File: config.mk
export PLATFORM = sky130hd
export DESIGN_NAME = trace_readout_sequencer_flat
export DESIGN_NICKNAME = d
export VERILOG_FILES = /design/src/rtl/trace_readout_sequencer_pkg.sv /design/src/rtl/trace_readout_sequencer_if.sv /design/src/rtl/trace_readout_sequencer_rv_skid_buffer.sv /design/src/rtl/trace_readout_sequencer.sv /design/src/flat_wrapper.sv
export SDC_FILE = /design/constraint.sdc
export NUM_CORES = 1
export LEC_CHECK = 0
export BUFFER_PORTS_ARGS = -buffer_cell sky130_fd_sc_hd__buf_4
export CORE_AREA = 2 2 153 155
export CTS_CLUSTER_DIAMETER = 100
export DETAILED_ROUTE_END_ITERATION = 10
export DIE_AREA = 0 0 155 157
export HOLD_SLACK_MARGIN = 0.03
export PLACE_DENSITY = 0.68
export SYNTH_ARGS = -nofsm -noshare
export SYNTH_HDL_FRONTEND = slang
export SYNTH_HIERARCHICAL = 1
export SYNTH_SLANG_ARGS = --single-unit
File: constraint.sdc
create_clock -name CLK_I -period 3.21 [get_ports CLK_I]
set_input_delay 0.4815 -clock CLK_I [delete_from_list [all_inputs] [get_ports CLK_I]]
set_output_delay 0.4815 -clock CLK_I [all_outputs]
set_load 0.005 [all_outputs]
File: src/rtl/trace_readout_sequencer_pkg.sv
// Shared types and defaults for the trace capture/readout sequencer.
package trace_readout_sequencer_pkg;
    localparam int SEQ_ADDR_WIDTH = 10;
    localparam int SEQ_DATA_WIDTH = 32;

    typedef enum logic [2:0] {
        ST_IDLE    = 3'd0,
        ST_PRE     = 3'd1,
        ST_POST    = 3'd2,
        ST_READOUT = 3'd3,
        ST_DONE    = 3'd4
    } seq_state_t;
endpackage

File: src/rtl/trace_readout_sequencer_if.sv
// Capture stream, single-port sample memory and readout stream of the sequencer.
interface trace_readout_sequencer_if
    import trace_readout_sequencer_pkg::*;
#(
    parameter int ADDR_WIDTH = SEQ_ADDR_WIDTH,
    parameter int DATA_WIDTH = SEQ_DATA_WIDTH
);
    logic                  CAPT_VALID_I;
    logic [DATA_WIDTH-1:0] CAPT_DATA_I;
    logic                  CAPT_READY_O;
    logic [ADDR_WIDTH-1:0] MEM_ADDR_O;
    logic                  MEM_WE_O;
    logic [DATA_WIDTH-1:0] MEM_WDATA_O;
    logic                  MEM_RE_O;
    logic [DATA_WIDTH-1:0] MEM_RDATA_I;
    logic                  DATA_VALID_O;
    logic                  DATA_READY_I;
    logic [DATA_WIDTH-1:0] DATA_O;

    modport master (
        input  CAPT_VALID_I, CAPT_DATA_I, MEM_RDATA_I, DATA_READY_I,
        output CAPT_READY_O, MEM_ADDR_O, MEM_WE_O, MEM_WDATA_O, MEM_RE_O,
               DATA_VALID_O, DATA_O
    );

    modport slave (
        output CAPT_VALID_I, CAPT_DATA_I, MEM_RDATA_I, DATA_READY_I,
        input  CAPT_READY_O, MEM_ADDR_O, MEM_WE_O, MEM_WDATA_O, MEM_RE_O,
               DATA_VALID_O, DATA_O
    );
endinterface

File: src/rtl/trace_readout_sequencer_rv_skid_buffer.sv
// Two-entry first-word-fall-through valid/ready FIFO with occupancy and flush.
module rv_skid_buffer #(
    parameter int DATA_WIDTH = 32
) (
    input  logic                  i_clk,
    input  logic                  i_rst_n,
    input  logic                  i_flush,
    input  logic                  i_valid,
    input  logic [DATA_WIDTH-1:0] i_data,
    output logic                  o_valid,
    output logic [DATA_WIDTH-1:0] o_data,
    input  logic                  i_ready,
    output logic [1:0]            o_occ
);
    logic [DATA_WIDTH-1:0] r_d0, r_d1;
    logic [1:0]            r_cnt;
    logic                  w_pop;

    assign o_valid = (r_cnt != 2'd0);
    assign o_data  = r_d0;
    assign o_occ   = r_cnt;
    assign w_pop   = o_valid & i_ready;

    // Head entry only moves on a pop, so o_data holds while stalled.
    always_ff @(posedge i_clk or negedge i_rst_n) begin
        if (!i_rst_n) begin
            r_cnt <= 2'd0;
            r_d0  <= '0;
            r_d1  <= '0;
        end else if (i_flush) begin
            r_cnt <= 2'd0;
        end else begin
            case ({i_valid, w_pop})
                2'b10: begin
                    if (r_cnt == 2'd0) r_d0 <= i_data;
                    else               r_d1 <= i_data;
                    r_cnt <= r_cnt + 2'd1;
                end
                2'b01: begin
                    r_d0  <= r_d1;
                    r_cnt <= r_cnt - 2'd1;
                end
                2'b11: begin
                    if (r_cnt == 2'd1) begin
                        r_d0 <= i_data;
                    end else begin
                        r_d0 <= r_d1;
                        r_d1 <= i_data;
                    end
                end
                default: ;
            endcase
        end
    end
endmodule

File: src/rtl/trace_readout_sequencer.sv
// Circular pre/post-trigger capture into a single-port memory, then oldest-first readout.
module trace_readout_sequencer
    import trace_readout_sequencer_pkg::*;
#(
    parameter int ADDR_WIDTH = SEQ_ADDR_WIDTH,
    parameter int DATA_WIDTH = SEQ_DATA_WIDTH
) (
    input  logic                  CLK_I,
    input  logic                  RST_NI,
    input  logic                  ARM_I,
    input  logic                  ABORT_I,
    input  logic                  TRIG_I,
    input  logic [ADDR_WIDTH-1:0] POST_COUNT_I,
    trace_readout_sequencer_if.master bus,
    output logic [2:0]            STATE_O,
    output logic                  WRAPPED_O,
    output logic                  DONE_O
);
    localparam logic [ADDR_WIDTH:0] FILL_MAX = {1'b1, {ADDR_WIDTH{1'b0}}};
    localparam logic [ADDR_WIDTH:0] CNT_ONE  = (ADDR_WIDTH+1)'(1);

    seq_state_t            r_state;
    logic [ADDR_WIDTH-1:0] r_wptr, r_rptr, r_post;
    logic [ADDR_WIDTH:0]   r_fill, r_remaining, r_issued, r_sent;
    logic                  r_wrapped, r_capt_ready, r_done, r_inflight;

    logic                  w_we, w_re, w_pop, w_wrap_nxt, w_enter, w_last_hs;
    logic [ADDR_WIDTH-1:0] w_wptr_nxt;
    logic [ADDR_WIDTH:0]   w_fill_nxt;
    logic [1:0]            w_occ;
    logic [2:0]            w_load;

    assign w_we       = bus.CAPT_VALID_I & r_capt_ready & ~ABORT_I;
    assign w_wptr_nxt = r_wptr + ADDR_WIDTH'(w_we);
    assign w_wrap_nxt = r_wrapped | (w_we & (r_wptr == '1));
    assign w_fill_nxt = (w_we && r_fill != FILL_MAX) ? r_fill + CNT_ONE : r_fill;

    // Count the slot freed by this cycle's pop so a held-ready consumer sees one word per cycle.
    assign w_pop  = bus.DATA_VALID_O & bus.DATA_READY_I;
    assign w_load = 3'(w_occ) + 3'(r_inflight) - 3'(w_pop);
    assign w_re   = (r_state == ST_READOUT) & ~ABORT_I & (w_load < 3'd2) & (r_issued != r_remaining);
    assign w_last_hs = w_pop & ((r_sent + CNT_ONE) == r_remaining);

    assign w_enter = (r_state == ST_PRE  && TRIG_I && POST_COUNT_I == '0) ||
                     (r_state == ST_POST && w_we   && r_post == ADDR_WIDTH'(1));

    assign bus.CAPT_READY_O = r_capt_ready;
    assign bus.MEM_WE_O     = w_we;
    assign bus.MEM_WDATA_O  = w_we ? bus.CAPT_DATA_I : '0;
    assign bus.MEM_RE_O     = w_re;
    assign bus.MEM_ADDR_O   = r_capt_ready ? r_wptr :
                              (r_state == ST_READOUT) ? r_rptr : '0;
    assign STATE_O   = r_state;
    assign WRAPPED_O = r_wrapped;
    assign DONE_O    = r_done;

    rv_skid_buffer #(.DATA_WIDTH(DATA_WIDTH)) u_skid (
        .i_clk   (CLK_I),
        .i_rst_n (RST_NI),
        .i_flush (ABORT_I),
        .i_valid (r_inflight),
        .i_data  (bus.MEM_RDATA_I),
        .o_valid (bus.DATA_VALID_O),
        .o_data  (bus.DATA_O),
        .i_ready (bus.DATA_READY_I),
        .o_occ   (w_occ)
    );

    always_ff @(posedge CLK_I or negedge RST_NI) begin
        if (!RST_NI) begin
            r_state      <= ST_IDLE;
            r_wptr       <= '0;
            r_rptr       <= '0;
            r_post       <= '0;
            r_fill       <= '0;
            r_remaining  <= '0;
            r_issued     <= '0;
            r_sent       <= '0;
            r_wrapped    <= 1'b0;
            r_capt_ready <= 1'b0;
            r_done       <= 1'b0;
            r_inflight   <= 1'b0;
        end else if (ABORT_I) begin
            r_state      <= ST_IDLE;
            r_capt_ready <= 1'b0;
            r_done       <= 1'b0;
            r_inflight   <= 1'b0;
        end else begin
            r_inflight <= w_re;
            if (w_we) begin
                r_wptr    <= w_wptr_nxt;
                r_wrapped <= w_wrap_nxt;
                r_fill    <= w_fill_nxt;
            end
            if (w_re) begin
                r_rptr   <= r_rptr + ADDR_WIDTH'(1);
                r_issued <= r_issued + CNT_ONE;
            end
            if (w_pop) r_sent <= r_sent + CNT_ONE;

            // Freeze capture; oldest word sits at write_ptr once the buffer has wrapped.
            if (w_enter) begin
                r_capt_ready <= 1'b0;
                r_rptr       <= w_wrap_nxt ? w_wptr_nxt : '0;
                r_remaining  <= w_fill_nxt;
                r_issued     <= '0;
                r_sent       <= '0;
                if (w_fill_nxt == '0) begin
                    r_state <= ST_DONE;
                    r_done  <= 1'b1;
                end else begin
                    r_state <= ST_READOUT;
                end
            end else begin
                case (r_state)
                    ST_IDLE, ST_DONE: if (ARM_I) begin
                        r_state      <= ST_PRE;
                        r_capt_ready <= 1'b1;
                        r_done       <= 1'b0;
                        r_wptr       <= '0;
                        r_wrapped    <= 1'b0;
                        r_fill       <= '0;
                    end
                    ST_PRE: if (TRIG_I) begin
                        r_post  <= POST_COUNT_I;
                        r_state <= ST_POST;
                    end
                    ST_POST: if (w_we) r_post <= r_post - ADDR_WIDTH'(1);
                    ST_READOUT: if (w_last_hs) begin
                        r_state <= ST_DONE;
                        r_done  <= 1'b1;
                    end
                    default: r_state <= ST_IDLE;
                endcase
            end
        end
    end
endmodule

File: src/flat_wrapper.sv
// flat-port wrapper written by rule: the top's interface ports become plain ports
module trace_readout_sequencer_flat import trace_readout_sequencer_pkg::*;
#(
    parameter int ADDR_WIDTH = SEQ_ADDR_WIDTH,
    parameter int DATA_WIDTH = SEQ_DATA_WIDTH
)
  (CLK_I, RST_NI, ARM_I, ABORT_I, TRIG_I, POST_COUNT_I, STATE_O, WRAPPED_O, DONE_O, bus_CAPT_VALID_I, bus_CAPT_DATA_I, bus_MEM_RDATA_I, bus_DATA_READY_I, bus_CAPT_READY_O, bus_MEM_ADDR_O, bus_MEM_WE_O, bus_MEM_WDATA_O, bus_MEM_RE_O, bus_DATA_VALID_O, bus_DATA_O);
  trace_readout_sequencer_if #(.ADDR_WIDTH(ADDR_WIDTH), .DATA_WIDTH(DATA_WIDTH)) bus_i ();
  input  logic CLK_I;
  input  logic RST_NI;
  input  logic ARM_I;
  input  logic ABORT_I;
  input  logic TRIG_I;
  input  logic [ADDR_WIDTH-1:0] POST_COUNT_I;
  output logic [2:0] STATE_O;
  output logic WRAPPED_O;
  output logic DONE_O;
  input wire logic [$bits(bus_i.CAPT_VALID_I)-1:0] bus_CAPT_VALID_I;
  input wire logic [$bits(bus_i.CAPT_DATA_I)-1:0] bus_CAPT_DATA_I;
  input wire logic [$bits(bus_i.MEM_RDATA_I)-1:0] bus_MEM_RDATA_I;
  input wire logic [$bits(bus_i.DATA_READY_I)-1:0] bus_DATA_READY_I;
  output wire logic [$bits(bus_i.CAPT_READY_O)-1:0] bus_CAPT_READY_O;
  output wire logic [$bits(bus_i.MEM_ADDR_O)-1:0] bus_MEM_ADDR_O;
  output wire logic [$bits(bus_i.MEM_WE_O)-1:0] bus_MEM_WE_O;
  output wire logic [$bits(bus_i.MEM_WDATA_O)-1:0] bus_MEM_WDATA_O;
  output wire logic [$bits(bus_i.MEM_RE_O)-1:0] bus_MEM_RE_O;
  output wire logic [$bits(bus_i.DATA_VALID_O)-1:0] bus_DATA_VALID_O;
  output wire logic [$bits(bus_i.DATA_O)-1:0] bus_DATA_O;
  assign bus_i.CAPT_VALID_I = bus_CAPT_VALID_I;
  assign bus_i.CAPT_DATA_I = bus_CAPT_DATA_I;
  assign bus_i.MEM_RDATA_I = bus_MEM_RDATA_I;
  assign bus_i.DATA_READY_I = bus_DATA_READY_I;
  assign bus_CAPT_READY_O = bus_i.CAPT_READY_O;
  assign bus_MEM_ADDR_O = bus_i.MEM_ADDR_O;
  assign bus_MEM_WE_O = bus_i.MEM_WE_O;
  assign bus_MEM_WDATA_O = bus_i.MEM_WDATA_O;
  assign bus_MEM_RE_O = bus_i.MEM_RE_O;
  assign bus_DATA_VALID_O = bus_i.DATA_VALID_O;
  assign bus_DATA_O = bus_i.DATA_O;
  trace_readout_sequencer #(.ADDR_WIDTH(ADDR_WIDTH), .DATA_WIDTH(DATA_WIDTH)) u_core (.CLK_I(CLK_I), .RST_NI(RST_NI), .ARM_I(ARM_I), .ABORT_I(ABORT_I), .TRIG_I(TRIG_I), .POST_COUNT_I(POST_COUNT_I), .bus(bus_i), .STATE_O(STATE_O), .WRAPPED_O(WRAPPED_O), .DONE_O(DONE_O));
endmodule
# Word level (Yosys, flattened, before mapping)
# Index checks and enable logic that the tools add are counted.
# W data, S select, Z words.
# classes
n_div	0
mux	52
n_eq_ne	23
n_addsub	10
n_reduce_logical	30
magnitude_cmp	1
n_bitwise	11
shift	0
n_mul	0
# ops
operator	count
$mux W32	5
$mux W10	11
$mux W11	9
$pmux W32 S3	1
$pmux W32 S2	1
$add A11 B1 Y11 const B	3
$pmux W10 S2	1
$mux W3	6
$mux W1	14
$pmux W3 S4	1
$reduce_and A4 Y1	3
$reduce_bool A3 Y1	4
$eq A11 B11 Y1	1
$logic_not A11 Y1	1
$ne A11 B11 Y1	1
$ne A11 B11 Y1 const B	1
$add A10 B1 Y10	1
$add A10 B1 Y10 const B	1
$eq A10 B1 Y1 const B	1
$eq A10 B10 Y1 const B	1
$logic_not A10 Y1	1
$reduce_bool A2 Y1	5
$sub A10 B1 Y10 const B	1
$and A1 B1 Y1	8
other kinds (30)	45
# word_totals
mem_bits_ro	0
ff_bits	147
n_memories	0
elab_cells	142
input_bits	81
ram_bits	0
out_inout_bits	83
latchBits	0

# Longest topological paths before layout
# Gate-level depths: netlist of run 1.
# depth
ltp_word	8
mapped_depth	14
ltp_nobuf	13

# Modules after synthesis
# Netlist of run 1, hierarchy kept.
# modules_own_cells
module	instances	seq_area_each_um2	area_per_inst_um2	cells_per_inst
trace_readout_sequencer	1	2026.9	5472.7	673
rv_skid_buffer	1	1651.6	3429.5	274

# Worst setup path before layout of run 1
# Ideal clock, no wire load.
# synth_timing
path_kind	register to output
startpoint	reg u_core.u_skid.r_cnt[1], in the netlist u_core/u_skid/o_occ[1]
endpoint	out bus_MEM_RE_O
required_ns	2.728
path_stages_with_launch	11
setup_slack_ns	0.088
n_path_buf	1
arrival_ns	2.641
path_cell_list	dfrtp_1 -> inv_1 -> ha_1 -> inv_2 -> nand2_1 -> inv_1 -> ha_1 -> nor2b_1 -> fa_1 -> nor4b_1 -> clkbuf_1
# synth_between
elab_chain_len	6
word_cells_on_any_way	7
cone_classes	add/sub (2); order compare (1); bitwise (3); reduce/logical (1)
# synth_lines
item	line_no	text
start, declared	trace_readout_sequencer_rv_skid_buffer.sv:16	logic [1:0] r_cnt;
start signal, assigned	trace_readout_sequencer_rv_skid_buffer.sv:37	r_cnt <= r_cnt + 2'd1;
start signal, assigned	trace_readout_sequencer_rv_skid_buffer.sv:41	r_cnt <= r_cnt - 2'd1;
$reduce_bool A2 Y1	trace_readout_sequencer_rv_skid_buffer.sv:19	assign o_valid = (r_cnt != 2'd0);
net bus_DATA_VALID_O	flat_wrapper.sv:27	output wire logic [$bits(bus_i.DATA_VALID_O)-1:0] bus_DATA_VALID_O;
$and A1 B1 Y1	trace_readout_sequencer.sv:39	assign w_pop = bus.DATA_VALID_O & bus.DATA_READY_I;
$sub A3 B1 Y3	trace_readout_sequencer.sv:40	assign w_load = 3'(w_occ) + 3'(r_inflight) - 3'(w_pop);
$lt A3 B2 Y1	trace_readout_sequencer.sv:41	assign w_re = (r_state == ST_READOUT) & ~ABORT_I & (w_load < 3'd2) & (r_issued != r_remaining);
$and A1 B1 Y1 (2 in series)	trace_readout_sequencer.sv:41	
end, declared	flat_wrapper.sv:26	output wire logic [$bits(bus_i.MEM_RE_O)-1:0] bus_MEM_RE_O;
# The timed path passes the listed nets, and every way through them passes these cells.

# Final worst setup path of run 1
# layout_timing
startpoint	reg u_core.u_skid.r_cnt[1], in the netlist u_core/u_skid/o_occ[1]
endpoint	out bus_MEM_RE_O
# layout_between
elab_chain_len	6
word_cells_on_any_way	7
cone_classes	add/sub (2); order compare (1); bitwise (3); reduce/logical (1)
# layout_lines
item	line_no
branches (longest 2 deep; another with $add A2 B1 Y3)	n/a
$sub A3 B1 Y3 (*)	trace_readout_sequencer.sv:40
$lt A3 B2 Y1 (*)	trace_readout_sequencer.sv:41
$and A1 B1 Y1 (*) (2 in series)	trace_readout_sequencer.sv:41
# Every way passes the cells marked *.

==> flow_metrics.env, run 1 <==
export IMPL_synth_avg_cell_area_um2=9.40
export IMPL_cp_common_cell="inv_2"
export IMPL_end_kind="output port"
export IMPL_final_core_util_pct=49.3
export IMPL_synth_area_um2=8900
export IMPL_port_buffers=163
export IMPL_cts_buffers=17
export IMPL_synthArstFlopShare_pct=100
export IMPL_num_rows=55
export IMPL_p_sw_share_pct=35.5
export IMPL_design_die_area_um2=24300
export IMPL_ys_ff_latch=147
export IMPL_drive_gt1_share_pct=26.3
export IMPL_ys_flop_type="dfrtp_1"
export IMPL_overflow=0
export IMPL_final_antenna_net_count=0
export IMPL_layout_common_cells="buf_4 (193), dfrtp_1 (147), o21ai_0 (104)"
export IMPL_p_comb_share_pct=35.1
export IMPL_arrival_ns=2.65
export IMPL_cp_max_fo=3
export IMPL_routed_via_count=7722
export IMPL_report_final_hold_viol_count=0
export IMPL_grt_max_degree=79
export IMPL_wl_per_cell_um=17.2
export IMPL_max_slew_margin_pct=45.6
export IMPL_p_leak_nw=4.92
export IMPL_vias_per_cell=5.55
export IMPL_cp_required_ns=2.73
export IMPL_path_buf_inv=5
export IMPL_die_w_um=155
export IMPL_pwr_share_clk_pct=28.5
export IMPL_syn_inst=947
export IMPL_setup_viol=0
export IMPL_final_cells=1392
export IMPL_final_nets=1187
export IMPL_insertion_delay_ns=0.43
export IMPL_syn_num_nets=1041
export IMPL_drc=0
export IMPL_synth_seq_area_share_pct=41.3
export IMPL_cts_buffer_depth=2
export IMPL_post_route_period_util_pct=97.6
export IMPL_outcome="finished clean"
export IMPL_cp_cell_sequence="inv_2 -> ha_4 -> inv_2 -> nand2_2 -> inv_2 -> ha_4 -> nor2b_4 -> fa_2 -> nor4b_4 -> buf_4 -> buf_6"
export IMPL_final_common_cell="buf_4"
export IMPL_drt_wl_total_mm=23.9
export IMPL_whs_ns=0.276
export IMPL_ctsHtreeMaxLevel=4
export IMPL_dp_hpwl_mm=16.8
export IMPL_critPathLaunchType="register"
export IMPL_slowest_stage="fa_2"
export IMPL_synth_edf_count=0
export IMPL_worst_slew_pin_slew_ns=0.816
export IMPL_antenna_found_initial=1
export IMPL_p_seq_share_pct=36.5
export IMPL_rsz0062_at_grt="yes"
export IMPL_gp_congestion=0.901
export IMPL_grt_pass1_vias=7615
export IMPL_crit_family="adder cells"
export IMPL_initial_core_util_pct=39.6
export IMPL_drv_slew=0
export IMPL_hold_path_class="in -> reg"
export IMPL_clockRootBuffer="clkbuf_16"
export IMPL_cpPeakStageDelay_ns=0.47
export IMPL_finalPower_w=0.00670
export IMPL_peakVddDrop_mv=0.370
export IMPL_ios=164
export IMPL_maxCapViolations=0
export IMPL_yosysWarnings=6
export IMPL_cts_sinks=147
export IMPL_intPower_w=0.00432
export IMPL_core_area_um2=22500
export IMPL_clk_pin_slew_ns=0.07
export IMPL_synth_distinct_cells=67
export IMPL_worstSetupPathType="reg -> out"
export IMPL_firstDrtPassIters=5
export IMPL_cellPowerDensity_nw_per_um2=605
export IMPL_dieHeight_um=157
export IMPL_track_usage_pct=20.0
export IMPL_cts_tree="done"
export IMPL_grt_pass1_wl_mm=39.4
export IMPL_min_period_ns=3.13
export IMPL_p_switching_w=0.00238
export IMPL_area_growth_syn_to_layout_pct=24.6
export IMPL_place_inst=1354
export IMPL_drt_iter0_drc=518
export IMPL_fmax_ghz=0.319
export IMPL_clock_skew_ns=0.0132
[power groups by stage]
stage / clock [W] / sequential [W] / combinational (W)
after global routing: 0.00204 / 0.00249 / 0.00258
after detailed placement: 0 / 0.00247 / 0.00228
after global placement: 0 / 0.00247 / 0.00222
final: 0.00191 / 0.00245 / 0.00235
after floorplan: 0 / 0.00243 / 0.00145
after CTS: 0.00197 / 0.00244 / 0.00234
[cells in the mapped netlist (all sizes together) (2+ instances only)]
| cell | n | share of area (%) |
|---|---|---|
| nor3b | 2 | 0.17 |
| a211oi | 3 | 0.25 |
| inv | 22 | 0.93 |
| o31ai | 10 | 0.84 |
| o22a | 2 | 0.20 |
| nor2 | 68 | 2.9 |
| o22ai | 4 | 0.28 |
| ha | 12 | 1.7 |
| nand2b | 6 | 0.42 |
| a22o | 15 | 1.5 |
| and2 | 6 | 0.42 |
| xnor2 | 36 | 3.5 |
| nand4 | 18 | 1.3 |
| a31oi | 39 | 7.5 |
| or2 | 2 | 0.14 |
| and3 | 42 | 3.0 |
| clkbuf | 52 | 2.2 |
| nand3 | 55 | 3.2 |
| nor2b | 6 | 0.42 |
| nor3 | 22 | 1.3 |
| o211ai | 2 | 0.17 |
| mux2 | 36 | 4.6 |
| nor4b | 4 | 0.39 |
| buf | 20 | 1.8 |
| a22oi | 4 | 0.34 |
| nand2 | 68 | 2.9 |
| or3 | 8 | 0.56 |
| o21ai | 105 | 5.9 |
| dfrtp | 147 | 41 |
| a21oi | 77 | 4.3 |
| nor4 | 5 | 0.35 |
| a41o | 2 | 0.22 |
| a21o | 2 | 0.17 |
| xor2 | 17 | 1.7 |
| and4 | 3 | 0.30 |
| mux2i | 7 | 0.79 |
| o41ai | 2 | 0.20 |
[stage by stage]
step           area, um2  TNS [ns]  worst slack, ns
2_1_floorplan       8900         0           0.0876
3_3_place_gp       10400         0           0.0965
3_5_place_dp       10400         0           0.0276
4_1_cts            11100         0          0.00872
5_1_grt            11100   -0.0277          -0.0277
6_report           11100         0           0.0782
[timing repair]
item	in CTS	in global routing
pin swaps	3	4
hold buffers	1	0
buffers inserted	3	1
hold endpoints to repair	29	0
endpoints found under the setup margin	2	8
gates resized for setup	11	3
[final timing paths]
path / from / to / slack (ns) / cells past startpoint
worst max-delay path: u_core/u_skid/o_occ[1] / bus_MEM_RE_O / 0.08 / 11
worst min-delay path: bus_MEM_RDATA_I[24] / u_core/u_skid/r_d1[24] / 0.28 / 2
worst max register to register: u_core/r_sent[0] / u_core/STATE_O[0] / 0.32 / 8
worst min register to register: u_core/u_skid/r_d1[20] / u_core/u_skid/r_d1[20] / 0.49 / 1
max in group asynchronous: RST_NI / u_core/u_skid/r_d1[15] / 1.90 / 3
min in group asynchronous: RST_NI / u_core/u_skid/o_data[0] / 0.49 / 2
[layout make-up]
class                           count  area (um2)
Fill cell                        2051       11400
Multi-Input combinational cell    706        4860
Sequential cell                   147        3680
Timing Repair Buffer              199        1540
Clock buffer                       18         429
Tap cell                          285         357
Clock inverter                     14         141
Inverter                           22        82.6
Antenna cell                        1        2.50
[kinds of logic (layout without fill, tap and decap cells)]
logic type | after synthesis | in the layout | share of synthesized area, %
mux | 43 | 43 | 5.43
fa+ha+maj | 14 | 14 | 2.04
simple gates | 321 | 321 | 18.3
other cells | 0 | 1 | 0
xor+xnor | 53 | 53 | 5.21
buf+inv | 94 | 253 | 4.88
flops | 147 | 147 | 41.3
compound gates | 275 | 275 | 22.8
[state kept, by name, indices dropped and copies added, names as in the netlist, 10 cells and up]
register / flops
u_core/u_skid/o_data: 32
u_core/u_skid/r_d1: 32
u_core/r_fill: 11
u_core/r_issued: 11
u_core/r_remaining: 11
u_core/r_sent: 11
u_core/r_post: 10
u_core/r_rptr: 10
u_core/r_wptr: 10
[layer usage]
| layer | up-vias | share of wire, % | global-route usage, % |
|---|---|---|---|
| met5 | - | 0 | 0 |
| met4 | 0 | 1.7 | 5.86 |
| met3 | 29 | 6.7 | 4.60 |
| met2 | 259 | 47 | 33.0 |
| met1 | 3711 | 44 | 26.3 |
| li1 | 3723 | - | - |
Power figures use the tool's default switching activity.
==> run 2, diff against run 1 <==
--- a/config.mk
+++ b/config.mk
@@ -5,13 +5,13 @@
 export SDC_FILE = /design/constraint.sdc
 export NUM_CORES = 1
 export LEC_CHECK = 0
-export BUFFER_PORTS_ARGS = -buffer_cell sky130_fd_sc_hd__buf_4
 export CORE_AREA = 2 2 153 155
 export CTS_CLUSTER_DIAMETER = 100
 export DETAILED_ROUTE_END_ITERATION = 10
 export DIE_AREA = 0 0 155 157
+export DONT_BUFFER_PORTS = 1
 export HOLD_SLACK_MARGIN = 0.03
-export PLACE_DENSITY = 0.68
+export PLACE_DENSITY = 0.62
 export SYNTH_ARGS = -nofsm -noshare
 export SYNTH_HDL_FRONTEND = slang
 export SYNTH_HIERARCHICAL = 1
==> run 2 against run 1 <==
Net effect:
- the run now ends with negative hold slack left
- utilization down 5.8 points
- fmax down 0.13%
- via count down 9.2%
- worst setup slack worse by 0.0041 ns
- non-clock buffer count down 173
- combinational power down 25%
- wire length down 5.5%
- clock-buffer cell count unchanged
- sequential power up 2%
- register-to-register slack worse by 0.20 ns
- hold slack worse by 0.54 ns
- flip-flop and latch count unchanged
- largest power group unchanged
==> flow_metrics.env, run 2 (synthesis results as in run 1) <==
export IMPL_cellPowerDensity_nw_per_um2=645
export IMPL_cts_buffers=17
export IMPL_placed_area_um2=9090
export IMPL_initial_core_util_pct=39.6
export IMPL_grt_max_degree=148
export IMPL_worstSetupPathType="reg -> out"
export IMPL_wl_per_cell_um=18.5
export IMPL_pre_cts_slack_ns=-0.00796
export IMPL_clock_skew_ns=0.00961
export IMPL_worst_slew_pin_slew_ns=0.990
export IMPL_hold_path_class="in -> async"
export IMPL_track_usage_pct=18.4
export IMPL_max_slew_margin_pct=33.5
export IMPL_vias_per_cell=5.76
export IMPL_port_buffers=0
export IMPL_p_comb_share_pct=27.9
export IMPL_layout_setup_ws_ns=0.0741
export IMPL_drt_wl_total_mm=22.6
export IMPL_antenna_found_initial=0
export IMPL_layout_common_cells="dfrtp_1 (147), o21ai_0 (104), a21oi_1 (77)"
export IMPL_cp_max_fo=7
export IMPL_report_final_hold_viol_count=147
export IMPL_peakVddDrop_mv=0.330
export IMPL_clk_pin_slew_ns=0.07
export IMPL_critPathLaunchType="register"
export IMPL_area_growth_syn_to_layout_pct=9.85
export IMPL_whs_ns=-0.260
export IMPL_num_rows=55
export IMPL_p_leak_nw=4.07
export IMPL_violations="negative hold slack"
export IMPL_dp_hpwl_mm=15.2
export IMPL_min_period_ns=3.14
export IMPL_overflow=0
export IMPL_ios=164
export IMPL_ctsHtreeMaxLevel=4
export IMPL_cp_required_ns=2.73
export IMPL_intPower_w=0.00410
export IMPL_drc=0
export IMPL_cts_tree="done"
export IMPL_setup_viol=0
export IMPL_die_w_um=155
export IMPL_fin_area_um2=9780
export IMPL_grt_pass1_wl_mm=35.8
export IMPL_routed_via_count=7010
export IMPL_fmax_ghz=0.319
export IMPL_outcome="complete, but fails checks"
export IMPL_end_kind="output port"
export IMPL_drive_gt1_share_pct=12.6
export IMPL_core_area_um2=22500
export IMPL_drt_iter0_drc=542
export IMPL_insertion_delay_ns=0.43
export IMPL_p_sw_share_pct=35.0
export IMPL_clockRootBuffer="clkbuf_16"
export IMPL_p_switching_w=0.00221
export IMPL_dieHeight_um=157
export IMPL_gp_congestion=0.827
export IMPL_drv_slew=0
export IMPL_final_common_cell="dfrtp_1"
export IMPL_final_antenna_net_count=0
export IMPL_final_core_util_pct=43.5
export IMPL_p_seq_share_pct=39.7
export IMPL_maxCapViolations=0
export IMPL_cts_buffer_depth=2
export IMPL_tns_ns=0
export IMPL_cts_sinks=147
export IMPL_post_route_period_util_pct=97.7
export IMPL_arrival_ns=2.65
export IMPL_final_nets=1014
export IMPL_n_antenna_cell=0
export IMPL_grt_pass1_vias=6558
export IMPL_design_die_area_um2=24300
export IMPL_firstDrtPassIters=5
export IMPL_pwr_share_clk_pct=32.4
==> run 2: worst max-delay path: stages, from the launching register on <==
cell     delay (ns)
dfrtp_1        0.40
inv_2          0.10
ha_4           0.16
inv_2          0.04
nand2_2        0.07
inv_2          0.05
ha_4           0.20
nor2b_2        0.13
fa_2           0.48
nor4b_4        0.39
buf_6          0.19
==> run 2: repair_timing <==
item	in CTS	in global routing
hold endpoints to repair	147	147
setup buffers	1	3
endpoints found under the setup margin	3	7
gates resized for setup	6	7
pin swaps	1	3
==> run 2: power groups by stage <==
stage / Clock (W) / Sequential [W] / Combinational, W
final: 0.00204 / 0.00251 / 0.00176
after global routing: 0.00217 / 0.00256 / 0.00194
after CTS: 0.00210 / 0.00251 / 0.00172
after detailed placement: 0 / 0.00254 / 0.00170
after global placement: 0 / 0.00253 / 0.00166
after floorplan: 0 / 0.00243 / 0.00145
==> run 2: path summary, 6_finish.rpt <==
kind | to | depth (start not counted) | from | slack, ns
setup reg to reg | u_core/r_issued[10] | 14 | u_core/u_skid/o_occ[1] | 0.12
max in group asynchronous | u_core/r_fill[2] | 0 | RST_NI | 3.24
hold reg to reg | u_core/u_skid/r_d1[16] | 1 | u_core/u_skid/r_d1[16] | 0.49
min in group CLK_I | u_core/u_skid/o_occ[0] | 1 | ABORT_I | 0.12
hold / removal | u_core/u_skid/o_data[3] | 0 | RST_NI | -0.26
setup / recovery | bus_MEM_RE_O | 10 | u_core/u_skid/o_occ[1] | 0.07
==> run 2: layer usage <==
layer | wire length [um] | global-route usage (%) | up-vias
met5 | 0 | 0 | -
met4 | 295 | 5.69 | 0
met3 | 1620 | 5.23 | 21
met2 | 10700 | 29.5 | 205
met1 | 9950 | 24.2 | 3413
li1 | - | - | 3371
==> run 2: metrics by stage <==
stage | total power [W] | instances
global route | 0.00667 | 1218
CTS | 0.00632 | 1215
finish | 0.00631 | 1218
global placement | 0.00420 | 1182
floorplan | 0.00387 | 947
detailed placement | 0.00423 | 1182
==> run 2: cell type report <==
| type | count | area (um2) |
|---|---|---|
| clock inverter | 14 | 173 |
| fill | 2136 | 12700 |
| tap | 285 | 357 |
| clock buffer | 18 | 429 |
| multi-input combinational | 706 | 4850 |
| timing repair buffer | 26 | 211 |
| inverter | 22 | 82.6 |
| sequential | 147 | 3680 |
